===== config.mk =====
export PLATFORM = sky130hd
export DESIGN_NAME = pcs_receive
export DESIGN_NICKNAME = d
export VERILOG_FILES = /design/src/rtl/pcs_pkg.sv /design/src/rtl/pcs_decode_10b8b.sv /design/src/rtl/pcs_receive.sv
export SDC_FILE = /design/constraint.sdc
export NUM_CORES = 1
export LEC_CHECK = 0
export BUFFER_PORTS_ARGS = -buffer_cell sky130_fd_sc_hd__buf_2
export CAP_MARGIN = 20
export CORE_MARGIN = 3
export CORE_UTILIZATION = 61
export DETAILED_ROUTE_END_ITERATION = 7
export MAX_ROUTING_LAYER = met4
export PLACE_DENSITY = 0.83
export SLEW_MARGIN = 15
export SYNTH_ARGS = -nofsm -noshare
export SYNTH_HDL_FRONTEND = slang
export SYNTH_SLANG_ARGS = --single-unit
export TNS_END_PERCENT = 10

===== constraint.sdc =====
create_clock -name Clk -period 2.65 [get_ports Clk]
set_clock_uncertainty 0.2 [all_clocks]
set_input_delay 0.53 -clock Clk [delete_from_list [all_inputs] [get_ports Clk]]
set_output_delay 0.53 -clock Clk [all_outputs]
set_load 0.005 [all_outputs]

===== src/rtl/pcs_pkg.sv =====
// Shared 1000BASE-X PCS definitions: code-group constants, sub-block decode tables,
// code-group classes, receive state encodings and special octets.
package pcs_pkg;

    typedef enum logic [2:0] {
        CG_COMMA,
        CG_S,
        CG_T,
        CG_R,
        CG_V,
        CG_DATA,
        CG_INVALID
    } cg_class_e;

    typedef enum logic [2:0] {
        ST_LINK_FAILED,
        ST_WAIT_FOR_K,
        ST_RX_K,
        ST_IDLE_D,
        ST_RECEIVE,
        ST_TRI_RRI
    } rx_state_e;

    // Code groups are held as {abcdei, fghj}; _N / _P are the RD- / RD+ columns.
    localparam logic [9:0] CG_K28_5_N = 10'b0011111010;
    localparam logic [9:0] CG_K28_5_P = 10'b1100000101;
    localparam logic [9:0] CG_K27_7_N = 10'b1101101000;
    localparam logic [9:0] CG_K27_7_P = 10'b0010010111;
    localparam logic [9:0] CG_K29_7_N = 10'b1011101000;
    localparam logic [9:0] CG_K29_7_P = 10'b0100010111;
    localparam logic [9:0] CG_K23_7_N = 10'b1110101000;
    localparam logic [9:0] CG_K23_7_P = 10'b0001010111;
    localparam logic [9:0] CG_K30_7_N = 10'b0111101000;
    localparam logic [9:0] CG_K30_7_P = 10'b1000010111;
    localparam logic [9:0] CG_D16_2_N = 10'b0110110101;
    localparam logic [9:0] CG_D16_2_P = 10'b1001000101;
    localparam logic [9:0] CG_D5_6    = 10'b1010010110;

    localparam logic [7:0] OCT_PREAMBLE = 8'h55;
    localparam logic [7:0] OCT_ERROR    = 8'h0E;

    typedef struct packed {
        logic       ok;
        logic [4:0] val;
    } dec5_t;

    typedef struct packed {
        logic       ok;
        logic [2:0] val;
    } dec3_t;

    // 5b/6b data table, both disparity columns.
    function automatic dec5_t dec_6b(input logic [5:0] c);
        dec5_t r;
        r.ok  = 1'b1;
        r.val = 5'd0;
        case (c)
            6'b100111, 6'b011000: r.val = 5'd0;
            6'b011101, 6'b100010: r.val = 5'd1;
            6'b101101, 6'b010010: r.val = 5'd2;
            6'b110001:            r.val = 5'd3;
            6'b110101, 6'b001010: r.val = 5'd4;
            6'b101001:            r.val = 5'd5;
            6'b011001:            r.val = 5'd6;
            6'b111000, 6'b000111: r.val = 5'd7;
            6'b111001, 6'b000110: r.val = 5'd8;
            6'b100101:            r.val = 5'd9;
            6'b010101:            r.val = 5'd10;
            6'b110100:            r.val = 5'd11;
            6'b001101:            r.val = 5'd12;
            6'b101100:            r.val = 5'd13;
            6'b011100:            r.val = 5'd14;
            6'b010111, 6'b101000: r.val = 5'd15;
            6'b011011, 6'b100100: r.val = 5'd16;
            6'b100011:            r.val = 5'd17;
            6'b010011:            r.val = 5'd18;
            6'b110010:            r.val = 5'd19;
            6'b001011:            r.val = 5'd20;
            6'b101010:            r.val = 5'd21;
            6'b011010:            r.val = 5'd22;
            6'b111010, 6'b000101: r.val = 5'd23;
            6'b110011, 6'b001100: r.val = 5'd24;
            6'b100110:            r.val = 5'd25;
            6'b010110:            r.val = 5'd26;
            6'b110110, 6'b001001: r.val = 5'd27;
            6'b001110:            r.val = 5'd28;
            6'b101110, 6'b010001: r.val = 5'd29;
            6'b011110, 6'b100001: r.val = 5'd30;
            6'b101011, 6'b010100: r.val = 5'd31;
            default:              r.ok  = 1'b0;
        endcase
        return r;
    endfunction

    // 3b/4b data table, both columns plus the alternate D.x.A7 forms.
    function automatic dec3_t dec_4b(input logic [3:0] c);
        dec3_t r;
        r.ok  = 1'b1;
        r.val = 3'd0;
        case (c)
            4'b1011, 4'b0100:                   r.val = 3'd0;
            4'b1001:                            r.val = 3'd1;
            4'b0101:                            r.val = 3'd2;
            4'b1100, 4'b0011:                   r.val = 3'd3;
            4'b1101, 4'b0010:                   r.val = 3'd4;
            4'b1010:                            r.val = 3'd5;
            4'b0110:                            r.val = 3'd6;
            4'b1110, 4'b0001, 4'b0111, 4'b1000: r.val = 3'd7;
            default:                            r.ok  = 1'b0;
        endcase
        return r;
    endfunction

endpackage


===== src/rtl/pcs_decode_10b8b.sv =====
// Combinational 10b/8b classifier: special code groups first, then data sub-blocks.
module pcs_decode_10b8b
    import pcs_pkg::*;
(
    input  logic [9:0] code_i,
    output cg_class_e  class_o,
    output logic [7:0] octet_o
);

    dec5_t lo;
    dec3_t hi;

    assign lo = dec_6b(code_i[9:4]);
    assign hi = dec_4b(code_i[3:0]);

    // Special groups are matched before data because K23/27/29/30 reuse data 6b sub-blocks.
    always_comb begin
        class_o = CG_INVALID;
        octet_o = '0;
        if (code_i == CG_K28_5_N || code_i == CG_K28_5_P) begin
            class_o = CG_COMMA;
        end else if (code_i == CG_K27_7_N || code_i == CG_K27_7_P) begin
            class_o = CG_S;
        end else if (code_i == CG_K29_7_N || code_i == CG_K29_7_P) begin
            class_o = CG_T;
        end else if (code_i == CG_K23_7_N || code_i == CG_K23_7_P) begin
            class_o = CG_R;
        end else if (code_i == CG_K30_7_N || code_i == CG_K30_7_P) begin
            class_o = CG_V;
        end else if (lo.ok && hi.ok) begin
            class_o = CG_DATA;
            octet_o = {hi.val, lo.val};
        end
    end

endmodule


===== src/rtl/pcs_receive.sv =====
// PCS receive state machine: tracks idle/packet framing from decoded code groups
// and drives registered GMII receive outputs one cycle after each code group.
module pcs_receive
    import pcs_pkg::*;
(
    input  logic        Clk,
    input  logic        mr_main_reset,
    input  logic        code_sync_status,
    input  logic [10:0] SUDI,
    output logic [7:0]  RXD,
    output logic        RX_DV,
    output logic        RX_ER,
    output logic        receiving
);

    rx_state_e  state_q, state_d;
    logic [7:0] rxd_q, rxd_d;
    logic       dv_q, dv_d;
    logic       er_q, er_d;
    logic       recv_q, recv_d;

    cg_class_e  cls;
    logic [7:0] octet;
    logic       rx_even;

    assign rx_even = SUDI[10];

    pcs_decode_10b8b u_decode (
        .code_i  (SUDI[9:0]),
        .class_o (cls),
        .octet_o (octet)
    );

    always_ff @(posedge Clk or negedge mr_main_reset) begin
        if (!mr_main_reset) begin
            state_q <= ST_LINK_FAILED;
            rxd_q   <= '0;
            dv_q    <= 1'b0;
            er_q    <= 1'b0;
            recv_q  <= 1'b0;
        end else begin
            state_q <= state_d;
            rxd_q   <= rxd_d;
            dv_q    <= dv_d;
            er_q    <= er_d;
            recv_q  <= recv_d;
        end
    end

    always_comb begin
        state_d = state_q;
        rxd_d   = '0;
        dv_d    = 1'b0;
        er_d    = 1'b0;
        recv_d  = 1'b0;
        if (!code_sync_status) begin
            state_d = ST_LINK_FAILED;
        end else begin
            case (state_q)
                ST_LINK_FAILED: state_d = ST_WAIT_FOR_K;
                ST_WAIT_FOR_K: begin
                    if (cls == CG_COMMA && rx_even) state_d = ST_RX_K;
                end
                ST_RX_K: begin
                    state_d = (cls == CG_DATA) ? ST_IDLE_D : ST_WAIT_FOR_K;
                end
                ST_IDLE_D: begin
                    if (cls == CG_COMMA) begin
                        state_d = ST_RX_K;
                    end else if (cls == CG_S) begin
                        state_d = ST_RECEIVE;
                        rxd_d   = OCT_PREAMBLE;
                        dv_d    = 1'b1;
                        recv_d  = 1'b1;
                    end else begin
                        state_d = ST_WAIT_FOR_K;
                    end
                end
                ST_RECEIVE: begin
                    case (cls)
                        CG_DATA: begin
                            rxd_d  = octet;
                            dv_d   = 1'b1;
                            recv_d = 1'b1;
                        end
                        CG_T: begin
                            state_d = ST_TRI_RRI;
                            recv_d  = 1'b1;
                        end
                        // Early end: flag the truncated frame for one cycle, drop carrier.
                        CG_COMMA: begin
                            state_d = ST_RX_K;
                            rxd_d   = OCT_ERROR;
                            dv_d    = 1'b1;
                            er_d    = 1'b1;
                        end
                        default: begin
                            rxd_d  = OCT_ERROR;
                            dv_d   = 1'b1;
                            er_d   = 1'b1;
                            recv_d = 1'b1;
                        end
                    endcase
                end
                ST_TRI_RRI: begin
                    if (cls == CG_R) begin
                        recv_d = 1'b1;
                    end else if (cls == CG_COMMA && rx_even) begin
                        state_d = ST_RX_K;
                    end else begin
                        state_d = ST_WAIT_FOR_K;
                    end
                end
                default: state_d = ST_LINK_FAILED;
            endcase
        end
    end

    assign RXD       = rxd_q;
    assign RX_DV     = dv_q;
    assign RX_ER     = er_q;
    assign receiving = recv_q;

endmodule


==> impl_metrics.tcl <==
set metrics [dict create \
    vias 1902 \
    drtIter0Drc 275 \
    period_minus_slack_ns 2.41 \
    crit_path_end_kind "register" \
    worstPathCellList "buf_2, or4b_4, or3_4, o31ai_4, o41ai_1, a211o_1, a31oi_1" \
    p_per_area_nw_per_um2 372 \
    fin_crit_sh_pct 90.9 \
    cts_sinks 14 \
    clk_pin_slew_ns 0.09 \
    yosys.cell_types.count 53 \
    async_flop_share_pct 100 \
    finalHoldViolCount 0 \
    path_delay_family "simple AND/OR/NAND/NOR gates" \
    dp_hpwl_um 3450 \
    cts_resized 0 \
    antenna_left 0 \
    hold_ws_ns 0.405 \
    antenna_found_initial 0 \
    cp.required_ns 2.66 \
    cpMaxStageDelayCell "or4b_4" \
    path_buf_inv 1 \
    synth_cells 223 \
    htreeDepth 1 \
    leakagePower_nw 0.806 \
    slew_violations 0 \
    worstHoldStart "code_sync_status" \
    ctsHoldBuffers 1 \
    grt_usage_pct 29.6 \
    place_ws_ns -0.0530 \
    clk_latency_ns 0.29 \
    n_antenna_cell 0 \
    r2r_slack_ns 0.56 \
    avgViaCountPerCell 6.84 \
    cts_root_buffer "clkbuf_4" \
    timing.rr.end "RXD[4]" \
    grt_pass1_wl_um 7820 \
    max_slew_margin_pct 67.8 \
    fmax_mhz 415 \
    finalSetupViolations 0 \
    drt_pre_antenna_iters 6 \
    holdPathStages 3 \
    wl_per_cell_um 16.3 \
    grt_pass1_vias 1760 \
    die_area_sq_um 3280 \
    pin_count 25 \
    crit_arrival_ns 2.41 \
    worst_slew_pin_slew_ns 0.481 \
    coreArea_sq_um 2360 \
    drive_above_1_share_pct 22.4 \
    nets 265 \
    start_util_pct 68.0 \
    outcome "finished, final reports clean" \
    start_kind "input port" \
    drt-total-wl_um 4530 \
    rows 17 \
    synth_edf_count 0 \
    crit_type "in2reg" \
    crit_fanout 3 \
    grt_max_degree 21 \
    place_congestion 1.02 \
    rsz0062_at_grt "false" \
    cts_tree "done" \
    grt_overflow 0 \
    route.detailed.drc 0 \
    die_h_um 57.3 \
    syn-num-nets 237 \
    syn_area_sq_um 1610 \
    setup_ws_ns 0.242 \
    yosys_most_used_dff "dfrtp_1" \
    hold_class "in2reg" \
    numCtsBuffers 3 \
    avgSynthCellArea_sq_um 7.20 \
    die_w_um 57.3 \
    ir_worst_vdd_v 0.000376 \
    area_growth_pct 16.1 \
    ys_warn_count 0 \
    reg2reg_from "state_q[0]" \
    worstHoldEndpoint "RXD[1]" \
    io_buffers 24 \
    maxCapViolCount 0 \
    synth_seq_area_share_pct 21.8 \
    cts_setup_buffers 0 \
    cts.path.max_buffers 2 \
    critPathMaxStageDelay_ns 0.53 \
    r2r.worst_path.cells 6 \
    synth-seq-cells 14 \
]
-- per-layer routing --
layer	global-route usage, %	vias up	share of wire [%]
li1	-	894	-
met1	41.7	868	42
met2	44.5	126	46
met3	4.07	14	10
met4	7.62	0	1.8
met5	-	-	0
-- worst register-to-register path: cells and delay by family, from the launching register on --
family                 cells  cell delay (ns)
and+or+nand+nor            3             0.77
DFF                        1             0.56
AOI/OAI and AO/OA          2             0.34
buffers and inverters      1             0.13
-- worst max-delay path by stage --
stage,endpoint,cells after the start,slack (ns),start
floorplan,state_q[1],6,0.19,SUDI[2]
global placement,state_q[1],7,0.05,SUDI[2]
detailed placement,state_q[1],7,-0.05,SUDI[2]
CTS,state_q[1],7,0.23,SUDI[2]
global route,state_q[1],7,0.12,SUDI[2]
finish,state_q[1],7,0.24,SUDI[2]
-- synth_stat cells, types with 2 or more instances --
cell        n  area, sq um
nand2b_1   10         62.6
and4_1      2         17.5
nor2b_1     6         37.5
maj3_1      4         40.0
a21oi_1    22          110
nor4_1      3         18.8
a31oi_1     2         12.5
o211ai_1    3         22.5
o2bb2ai_1   2         17.5
nor4b_1     2         17.5
or2_2       3         18.8
buf_1       4         15.0
nor3_1     10         50.1
xor2_1      2         17.5
nand4_1     4         25.0
mux2i_1     2         20.0
o21ai_0    18         90.1
a22oi_1     2         15.0
o41ai_1     2         17.5
nor2_1     15         56.3
o22ai_1     6         37.5
clkbuf_1   15         56.3
o2111ai_1   3         26.3
a32o_1      2         20.0
nand3_1     7         35.0
nand2_1    16         60.1
and3_1      2         12.5
a211oi_1    4         30.0
a211o_1     3         26.3
dfrtp_1    14          350
nand3b_1    2         15.0
inv_1      10         37.5
-- sequential cells by signal (all words and copies together) (netlist names) --
register,cells
RX_ER,1
state_q,3
receiving,1
RX_DV,1
RXD,8
-- power by group --
part | internal, W | switching [W] | leakage [nW]
Clock | 0.0000837 | 0.0000743 | 0.0210
Sequential | 0.000225 | 0.0000314 | 0.194
Combinational | 0.000117 | 0.000162 | 0.592
Total | 0.000426 | 0.000268 | 0.806
-- cell usage in the layout, fill, tap and decap left out, types with 3 or more instances in the layout --
master,Yosys,routed
buf_4,0,17
a21oi_1,22,22
nor4_1,3,3
o21ai_0,18,18
o211ai_1,3,3
nand2b_1,10,10
nand2_1,16,16
buf_2,0,24
nand4_1,4,4
o22ai_1,6,6
nor3_1,10,10
nand3_1,7,7
inv_1,10,10
o2111ai_1,3,3
a211o_1,3,3
maj3_1,4,4
or2_2,3,3
clkbuf_4,0,3
a211oi_1,4,4
nor2b_1,6,6
nor2_1,15,15
dfrtp_1,14,14
-- layout make-up --
class	count	area, sq um
Clock buffer	4	36.3
Fill cell	180	498
Inverter	11	41.3
Multi-Input combinational cell	179	1140
Sequential cell	14	350
Tap cell	28	35.0
Timing Repair Buffer	42	258
-- logic make-up after synthesis --
kind of cell    synth area share, %
simple gates                   31.2
compound gates                 35.2
buf+inv                        7.01
flops                          21.8
fa+ha+maj                      2.49
xor+xnor                       1.09
mux                            1.25
-- per-stage QoR --
step,power [W],setup TNS (ns),std cells,utilization (%),cell area [sq um]
after floorplan,0.000453,0,223,-,1610
after global placement,0.000514,0,273,76.9,1820
after detailed placement,0.000530,-0.0549,273,76.9,1820
after CTS,0.000679,0,278,78.9,1860
after global routing,0.000731,0,278,78.9,1860
final,0.000694,0,278,78.9,1860
Note: power is estimated with default switching activity, not from simulation.
